**config.mk**
```make
export PLATFORM = sky130hd
export DESIGN_NAME = writeback_stage
export DESIGN_NICKNAME = d
export VERILOG_FILES = /design/src/rtl/writeback_stage.sv
export SDC_FILE = /design/constraint.sdc
export NUM_CORES = 1
export LEC_CHECK = 0
export ABC_AREA = 1
export ABC_CLOCK_PERIOD_IN_PS = 3100
export CAP_MARGIN = 30
export CORE_AREA = 5 5 191 193
export DETAILED_ROUTE_END_ITERATION = 16
export DIE_AREA = 0 0 196 198
export GPL_ROUTABILITY_DRIVEN = 0
export GPL_TIMING_DRIVEN = 0
export PLACE_DENSITY_LB_ADDON = 0.3
export SETUP_SLACK_MARGIN = 0.05
export SYNTH_ARGS = -nofsm -noshare
export SYNTH_HDL_FRONTEND = slang
export SYNTH_SLANG_ARGS = --single-unit
```
**constraint.sdc**
```tcl
create_clock -name clk -period 3.1 [get_ports clk]
set_clock_uncertainty 0.1 [all_clocks]
set_input_delay 0.62 -clock clk [delete_from_list [all_inputs] [get_ports clk]]
set_output_delay 0.62 -clock clk [all_outputs]
set_load 0.05 [all_outputs]
```
**src/rtl/writeback_stage.sv**
```systemverilog
// Retire stage: holds one instruction, waits for load data when needed, drives the
// register-file write port and merges the in-flight write into decode's operands.
module writeback_stage #(
  parameter int DATA_W = 64,
  parameter int REG_AW = 5,
  parameter int CNT_W  = 16
) (
  input  logic                clk,
  input  logic                reset,
  input  logic                in_valid,
  output logic                in_ready,
  input  logic                in_wb_en,
  input  logic [REG_AW-1:0]   in_rd_addr,
  input  logic [2:0]          in_ppp,
  input  logic                in_is_load,
  input  logic [0:DATA_W-1]   in_result,
  input  logic                dmem_valid,
  input  logic [0:DATA_W-1]   dmem_data,
  input  logic                flush,
  output logic                writeEnable,
  output logic [REG_AW-1:0]   rD_address,
  output logic [0:DATA_W-1]   rD_data,
  output logic [2:0]          ppp,
  input  logic [REG_AW-1:0]   rA_address,
  input  logic [REG_AW-1:0]   rB_address,
  input  logic [0:DATA_W-1]   rA_data,
  input  logic [0:DATA_W-1]   rB_data,
  output logic [0:DATA_W-1]   fwdA_data,
  output logic [0:DATA_W-1]   fwdB_data,
  output logic [CNT_W-1:0]    wb_count
);

  localparam int NB = DATA_W / 8;

  typedef enum logic [1:0] {
    EMPTY     = 2'd0,
    HOLD      = 2'd1,
    WAIT_LOAD = 2'd2
  } stateType;

  stateType            stateReg, stateNext;
  logic                wbEnReg;
  logic [REG_AW-1:0]   rdAddrReg;
  logic [2:0]          pppReg;
  logic [0:DATA_W-1]   resultReg;
  logic [CNT_W-1:0]    countReg;
  logic                accept;
  logic                presenting;
  logic [0:NB-1]       byteMask;
  logic                hitA, hitB;

  always_comb begin
    in_ready   = 1'b1;
    presenting = 1'b0;
    stateNext  = EMPTY;
    case (stateReg)
      HOLD:      presenting = 1'b1;
      WAIT_LOAD: begin
        presenting = dmem_valid;
        in_ready   = dmem_valid;
      end
      default:   presenting = 1'b0;
    endcase
    accept = in_valid && in_ready && !flush;
    // A load that has not returned keeps the stage occupied; flush abandons it.
    if (flush)
      stateNext = EMPTY;
    else if (accept)
      stateNext = in_is_load ? WAIT_LOAD : HOLD;
    else if (stateReg == WAIT_LOAD && !dmem_valid)
      stateNext = WAIT_LOAD;
    else
      stateNext = EMPTY;
  end

  always_ff @(posedge clk or posedge reset) begin
    if (reset) begin
      stateReg  <= EMPTY;
      wbEnReg   <= 1'b0;
      rdAddrReg <= '0;
      pppReg    <= 3'd0;
      resultReg <= '0;
      countReg  <= '0;
    end else begin
      stateReg <= stateNext;
      if (accept) begin
        wbEnReg   <= in_wb_en;
        rdAddrReg <= in_rd_addr;
        pppReg    <= in_ppp;
        resultReg <= in_result;
      end
      if (writeEnable)
        countReg <= countReg + 1'b1;
    end
  end

  assign rD_address  = rdAddrReg;
  assign ppp         = pppReg;
  assign rD_data     = (stateReg == WAIT_LOAD) ? dmem_data : resultReg;
  assign writeEnable = wbEnReg && presenting && (rdAddrReg != '0)
                       && (pppReg <= 3'd4) && !flush;
  assign wb_count    = countReg;

  assign hitA = writeEnable && (rA_address == rdAddrReg);
  assign hitB = writeEnable && (rB_address == rdAddrReg);

  // Byte 0 is the most significant byte; halves and even/odd lanes follow that order.
  generate
    for (genvar gi = 0; gi < NB; gi++) begin : gByte
      localparam bit LOW_HALF = (gi < NB / 2);
      localparam bit EVEN     = ((gi % 2) == 0);
      assign byteMask[gi] = (pppReg == 3'd0)
                          | ((pppReg == 3'd1) &  LOW_HALF)
                          | ((pppReg == 3'd2) & !LOW_HALF)
                          | ((pppReg == 3'd3) &  EVEN)
                          | ((pppReg == 3'd4) & !EVEN);
      assign fwdA_data[8*gi +: 8] = (hitA && byteMask[gi]) ? rD_data[8*gi +: 8]
                                                           : rA_data[8*gi +: 8];
      assign fwdB_data[8*gi +: 8] = (hitB && byteMask[gi]) ? rD_data[8*gi +: 8]
                                                           : rB_data[8*gi +: 8];
    end
  endgenerate

endmodule

```
==> out/results.tsv, run 1 <==
metric	value	unit
TritonCTS clock tree	built	
VDD IR max	0.2844	mV
Worst-Margin Slew	0.7840	ns
Worst setup EP type	primary output	
Sw Ratio	46.72	%
Hold WC Path Type	flop to flop	
CTS Buf Count	9	
clock root cell	clkbuf_16	
RSZ-0062 raised after global routing	yes	
Port Buffer Count	498	
max_slew headroom	47.74	%
Via Count	9812	
CP arrival	2.42	ns
post-synthesis sequential area ratio	33.62	%
Critical Path RT	2.38	ns
Achievable Freq	318.4	MHz
antenna-violating nets left	0	
final cell count without fillers	2090	
Post-synth EDFFs	0	
violated checks	negative setup slack	
Synth Register Bits	91	
r2r startpoint	stateReg[0]	
core box area	34370	µm²
fin area	14310	µm²
# setup viols final	10	
worst hold slack	0.4100	ns
first-pass GRT wire length	64290	µm
min-delay src	resultReg[54]	
Mapped Cells	1070	
Synth Area per Inst	6.330	µm²
Critical Path Source Type	primary input	
DRT iter0 DRCs	744	
register share of total power	26.2	%
1st-pass router iterations	6	
Fin. Hold Viols	0	
Ys Warns	0	
Setup CP Type	primary input to primary output	
Tcrit/Tclk final	101.3	%
placed standard-cell area	12380	µm²
GRT Util Overall	22.10	%
Pins Over Slew Limit	0	
placed cell count	2026	
initial antenna violation count	2	
WL/cell	22.18	µm
crit-path max FO	9	
syn nets	1354	
Clock transition at path regs	0.07	ns
Synth area leaders	dfrtp_1, nand2_1, nand4_1, a21oi_1, o21ai_0	
Top Ports	499	
largest area contributor in the netlist	dfrtp_1	
routed wire length	46360	µm
share of post-route cells with drive strength above 1	26.58	%
Vias/cell	4.695	
Setup Total Neg Slack	-0.1886	ns
Core Util, Final	41.63	%
Starting Density	19.70	%
Die Ht	198	µm
vias in the first global route	9640	
clock group share of total power	21.5	%
ys async rst share	100.0	%
Max Buffers Root-to-Sink	2	
P per Cell Area	377.6	nW/µm²
Commonest cells post-synth	nand2_1, nand4_1, inv_1	
most common cell in the synthesized netlist	nand2_1	
Post-synth top flop	dfrtp_1	
maxcap violations	0	
hpwl dp	36180	µm
largest net degree at the start of global routing	40	
Final nets	1912	
drc violations	0	
P_int	2878	µW
width of the chip	196	µm
hold buffers post-CTS	0	
FP Rows	68	
outcome	complete, but fails checks	
post-synth top area share	33.62	%
PnR worst setup slack	-0.04074	ns
Clock H-tree levels	3	
Die Area	38810	µm²
Pleak	0.006636	µW
crit path launch	flush	
post-synth design cell area	6773	µm²
final worst path period need	3.141	ns
Logic pwr share	52.3	%
Worst-Skew Late Latency	0.35	ns
Net Sw Power	2524	µW
Synth-to-Final Area Change	111.3	%
filler cell count	3568	
Sink Count	91	
gr ovfl total	0	
Unique masters post-synth	25	
==> stage by stage <==
stage | worst slack, ns | power, µW
2_1_floorplan | -0.3471 | 2979
3_3_place_gp | -1.305 | 4171
3_5_place_dp | -1.295 | 4200
4_1_cts | -0.08138 | 5397
5_1_grt | -0.1599 | 5659
6_report | -0.04074 | 5402
==> placed cells by master, fill, tap and decap left out, drive strengths merged <==
cell type and instances:
clkdlybuf4s18 1, a211oi 1, a21oi 72, clkdlybuf4s50 294, dlygate4sd2 23, or2 1, ha 3, dfrtp 91
clkinvlp 1, clkbuf 86, mux2 4, inv 100, buf 222, nor2 93, nand4 130, xor2 8
xnor2 9, nand3 21, clkdlybuf4s15 12, bufbuf 1, nand2 388, diode 2, o21ai 72
==> layout make-up <==
class                   instances  area, µm²  area share (%)
repair buffers                548       5781           40.40
multi-input cells             802       4213           29.44
flip-flops and latches         91       2277           15.91
plain buffers                  81      802.0           5.605
well taps                     455      569.3           3.979
inverters                      95      360.3           2.518
clock buffers                  10      239.0           1.670
clock inverters                 6      62.56          0.4372
diodes                          2      5.005         0.03498
==> state kept, by name, indices dropped and copies added, names as in the netlist <==
name        flops
ppp             3
rD_address      5
resultReg      64
stateReg        2
wbEnReg         1
wb_count       16
==> final timing paths <==
path	endpoint	slack [ns]	cells after the start
min in group asynchronous	rD_address[2]	0.54	2
min	resultReg[54]	0.41	2
min reg2reg	resultReg[54]	0.41	2
max	fwdA_data[55]	-0.04	10
max reg2reg	resultReg[26]	0.66	8
max in group asynchronous	resultReg[45]	1.77	3
==> power by group through the flow <==
stage	Clock, µW	Combinational (µW)	Sequential, µW
global route	1260	2960	1440
floorplan	0	1440	1540
global placement	0	2740	1430
detailed placement	0	2760	1440
CTS	1220	2760	1420
finish	1160	2830	1420
==> worst max-delay path, cell delays in order <==
cell and delay, ns:
clkdlybuf4s50_1 0.46, nor2_2 0.14, nand3_2 0.08, nor2_4 0.12
buf_12 0.16, buf_12 0.17, buf_12 0.15, nand4_1 0.20
nand2_1 0.14, buf_6 0.16
==> routing by layer <==
layer  up-vias  GRT usage [%]  wire, µm
li1       4626              -         -
met1      4675          28.92     19580
met2       448          37.79     22470
met3        61          4.441      3255
met4         2          4.991      1038
met5         -              0        13
==> kinds of logic (layout without fill, tap and decap cells) <==
family | count (synthesis) | after routing | share of synthesized area (%)
other | 0 | 2 | 0
multiplexers | 4 | 4 | 0.6650
flip-flops | 91 | 91 | 33.62
adder cells (fa/ha/maj) | 3 | 3 | 0.5543
buffers and inverters | 177 | 740 | 10.84
AND/OR/NAND/NOR | 633 | 633 | 41.31
AO/OA/AOI/OAI | 145 | 145 | 10.81
XOR/XNOR | 17 | 17 | 2.199
==> what timing repair did <==
item | 4_1_cts | 5_1_grt
pin swaps | 32 | 54
buffers inserted | 23 | 10
cloned | 6 | 9
setup endpoints to repair | 194 | 185
endpoints found under the hold margin | 0 | 0
resized for setup | 1120 | 319
No activity file was read; power rests on OpenSTA's default activity.
==> run 2, diff against run 1 <==
--- a/config.mk
+++ b/config.mk
@@ -6,7 +6,6 @@
 export NUM_CORES = 1
 export LEC_CHECK = 0
 export ABC_AREA = 1
-export ABC_CLOCK_PERIOD_IN_PS = 3100
 export CAP_MARGIN = 30
 export CORE_AREA = 5 5 191 193
 export DETAILED_ROUTE_END_ITERATION = 16
@@ -15,6 +14,7 @@
 export GPL_TIMING_DRIVEN = 0
 export PLACE_DENSITY_LB_ADDON = 0.3
 export SETUP_SLACK_MARGIN = 0.05
+export SKIP_CTS_REPAIR_TIMING = 1
 export SYNTH_ARGS = -nofsm -noshare
 export SYNTH_HDL_FRONTEND = slang
 export SYNTH_SLANG_ARGS = --single-unit
==> run 2 against run 1 <==
  * The flow still finishes with violations (negative setup slack)
  * Clock power is essentially flat
  * Register-to-register slack lost 0.07 ns
  * Cell count shrank 0.62%
  * Core utilization shrank 0.47 points
  * Global-route usage shrank 0.86 points
  * Worst setup slack lost 0.15 ns
  * First-iteration DRC count shrank 14%
  * Critical path type unchanged
==> out/results.tsv, run 2 (synthesized netlist as in run 1, its figures left out) <==
metric	value	unit	change
R2R cell count	8		unchanged
Logic pwr share	52.4	%	was 52.3%
clock group share of total power	21.5	%	about the same
largest net degree at the start of global routing	40		unchanged
Final nets	1901		was 1,912
first-pass GRT wire length	62070	µm	was 64,290 µm
Max Buffers Root-to-Sink	2		unchanged
worst path cell trace	clkdlybuf4s50_1 -> nand2_1 -> nand2_2 -> nand3_2 -> nor2_4 -> buf_12 -> buf_12 -> buf_8 -> nand4_1 -> nand2_1 -> buf_6		was clkdlybuf4s50_1 -> nor2_2 -> nand3_2 -> nor2_4 -> buf_12 -> buf_12 -> buf_12 -> nand4_1 -> nand2_1 -> buf_6
outcome	complete, but fails checks		unchanged
CP arrival	2.57	ns	was 2.42 ns
Critical Path RT	2.38	ns	about the same
P per Cell Area	382.8	nW/µm²	was 377.6 nW/µm²
Worst-Skew Late Latency	0.35	ns	about the same
Sink Count	91		unchanged
P_int	2887	µW	was 2878 µW
WL/cell	21.94	µm	was 22.18 µm
1st-pass router iterations	6		unchanged
Net Sw Power	2528	µW	was 2524 µW
Most flops, register	resultReg		unchanged
FP Rows	68		unchanged
r2r startpoint	stateReg[0]		unchanged
Core Util, Final	41.16	%	was 41.63%
Multi-input gate area	4292	µm²	was 4213 µm²
Top Ports	499		unchanged
final worst path period need	3.292	ns	was 3.141 ns
R2R Setup Slk	0.59	ns	was 0.66 ns
violated checks	negative setup slack		unchanged
routed wire length	45570	µm	was 46,360 µm
Port Buffer Count	498		unchanged
CTS Buf Count	9		unchanged
slowest stage cell, crit path	clkdlybuf4s50_1		unchanged
max FFs per register	64		unchanged
register share of total power	26.2	%	about the same
initial antenna violation count	1		was 2
share of post-route cells with drive strength above 1	27.44	%	was 26.58%
Achievable Freq	303.8	MHz	was 318.4 MHz
Pleak	0.006586	µW	was 0.006636 µW
DRT iter0 DRCs	642		was 744
antenna-violating nets left	0		unchanged
vias in the first global route	9361		was 9,640
Die Area	38810	µm²	unchanged
min-delay src	resultReg[54]		unchanged
hpwl dp	36180	µm	unchanged
most frequent cells in the layout	clkdlybuf4s50_1, nand2_1, nand4_1		was nand2_1, clkdlybuf4s50_1, nand4_1
core box area	34370	µm²	unchanged
Pins Over Slew Limit	0		unchanged
commonest non-fill, non-tap cell in the layout	clkdlybuf4s50_1		was nand2_1
max incr delay on CP	0.48	ns	was 0.46 ns
Die Ht	198	µm	unchanged
total power	5415	µW	was 5402 µW
# setup viols final	105		was 10
Via Count	9647		was 9,812
Worst setup EP type	primary output		unchanged
RSZ-0062 raised after global routing	yes		unchanged
Hold WC Path Type	flop to flop		unchanged
drc violations	0		unchanged
Critical Path Source Type	primary input		unchanged
GRT Util Overall	21.23	%	was 22.10%
Sw Ratio	46.68	%	was 46.72%
Hold Crit Depth	2		unchanged
Vias/cell	4.645		was 4.695
crit path launch	dmem_valid		was flush
filler cell count	3577		was 3,568
gr ovfl total	0		unchanged
ANT cells	0		was 2
maxcap violations	0		unchanged
Worst-Margin Slew	0.7689	ns	was 0.7840 ns
Clock transition at path regs	0.07	ns	about the same
Setup CP Type	primary input to primary output		unchanged
clock root cell	clkbuf_16		unchanged
PnR worst setup slack	-0.1920	ns	was -0.04074 ns
Clock H-tree levels	3		unchanged
Tcrit/Tclk final	106.2	%	was 101.3%
Synth-to-Final Area Change	108.9	%	was 111.3%
VDD IR max	0.2876	mV	was 0.2844 mV
crit-path max FO	9		unchanged
max_slew headroom	48.74	%	was 47.74%
TritonCTS clock tree	built		unchanged
Starting Density	19.70	%	unchanged
Fin. Hold Viols	0		unchanged
placed standard-cell area	12380	µm²	unchanged
width of the chip	196	µm	unchanged
Sequential Area	2277	µm²	unchanged
fin area	14150	µm²	was 14,310 µm²
[run 2: cell count changes in the layout (fill, tap and decap cells not counted), sizes merged]
cell           previous run  this run
bufbuf                    1         0
dlygate4sd2              23         0
clkdlybuf4s50           294       305
clkbuf                   86       100
buf                     222       210
clkdlybuf4s15            12         0
clkdlybuf4s18             1         0
dlymetal6s2s              0        13
diode                     2         0
[run 2: worst paths after layout]
path	to
worst max-delay path	fwdA_data[13]
worst max register to register	resultReg[26]
max in group asynchronous	resultReg[45]
min in group asynchronous	rD_address[2]
worst min register to register	resultReg[54]
worst min-delay path	resultReg[54]
[run 2: layout make-up]
type / instances / share of cell area [%]
tap: 455 / 4.024
clock inverter: 6 / 0.4422
clock buffer: 10 / 1.689
timing repair buffer: 537 / 39.57
buffer: 81 / 5.298
inverter: 95 / 2.547
sequential: 91 / 16.10
multi-input combinational: 802 / 30.34
[run 2: stage by stage]
step	cells	hold WS [ns]	setup slack (ns)	setup TNS, ns
floorplan	1070	0.3777	-0.3471	-16.64
global placement	2023	0.3897	-1.305	-165.43
detailed placement	2026	0.3979	-1.295	-166.23
CTS	2042	0.4146	-1.571	-203.89
global route	2077	0.4348	-0.2483	-20.94
finish	2077	0.4119	-0.1920	-8.157
[run 2: worst max-delay path, delay by kind of cell]
family,cells,cell delay [ns]
buf+inv,5,1.09
simple gates,6,0.84
[run 2: metal layers]
| metal | routed length [µm] | GRT usage [%] |
|---|---|---|
| met5 | 7 | 0 |
| met4 | 888 | 4.888 |
| met3 | 2914 | 4.033 |
| met1 | 19240 | 28.06 |
| met2 | 22520 | 36.12 |
[run 2: power groups by stage]
stage / Combinational [µW] / Sequential, µW / Clock [µW]
2_1_floorplan: 1440 / 1540 / 0
5_1_grt: 2980 / 1440 / 1260
3_5_place_dp: 2760 / 1440 / 0
6_report: 2840 / 1420 / 1160
3_3_place_gp: 2740 / 1430 / 0
4_1_cts: 2770 / 1410 / 1220
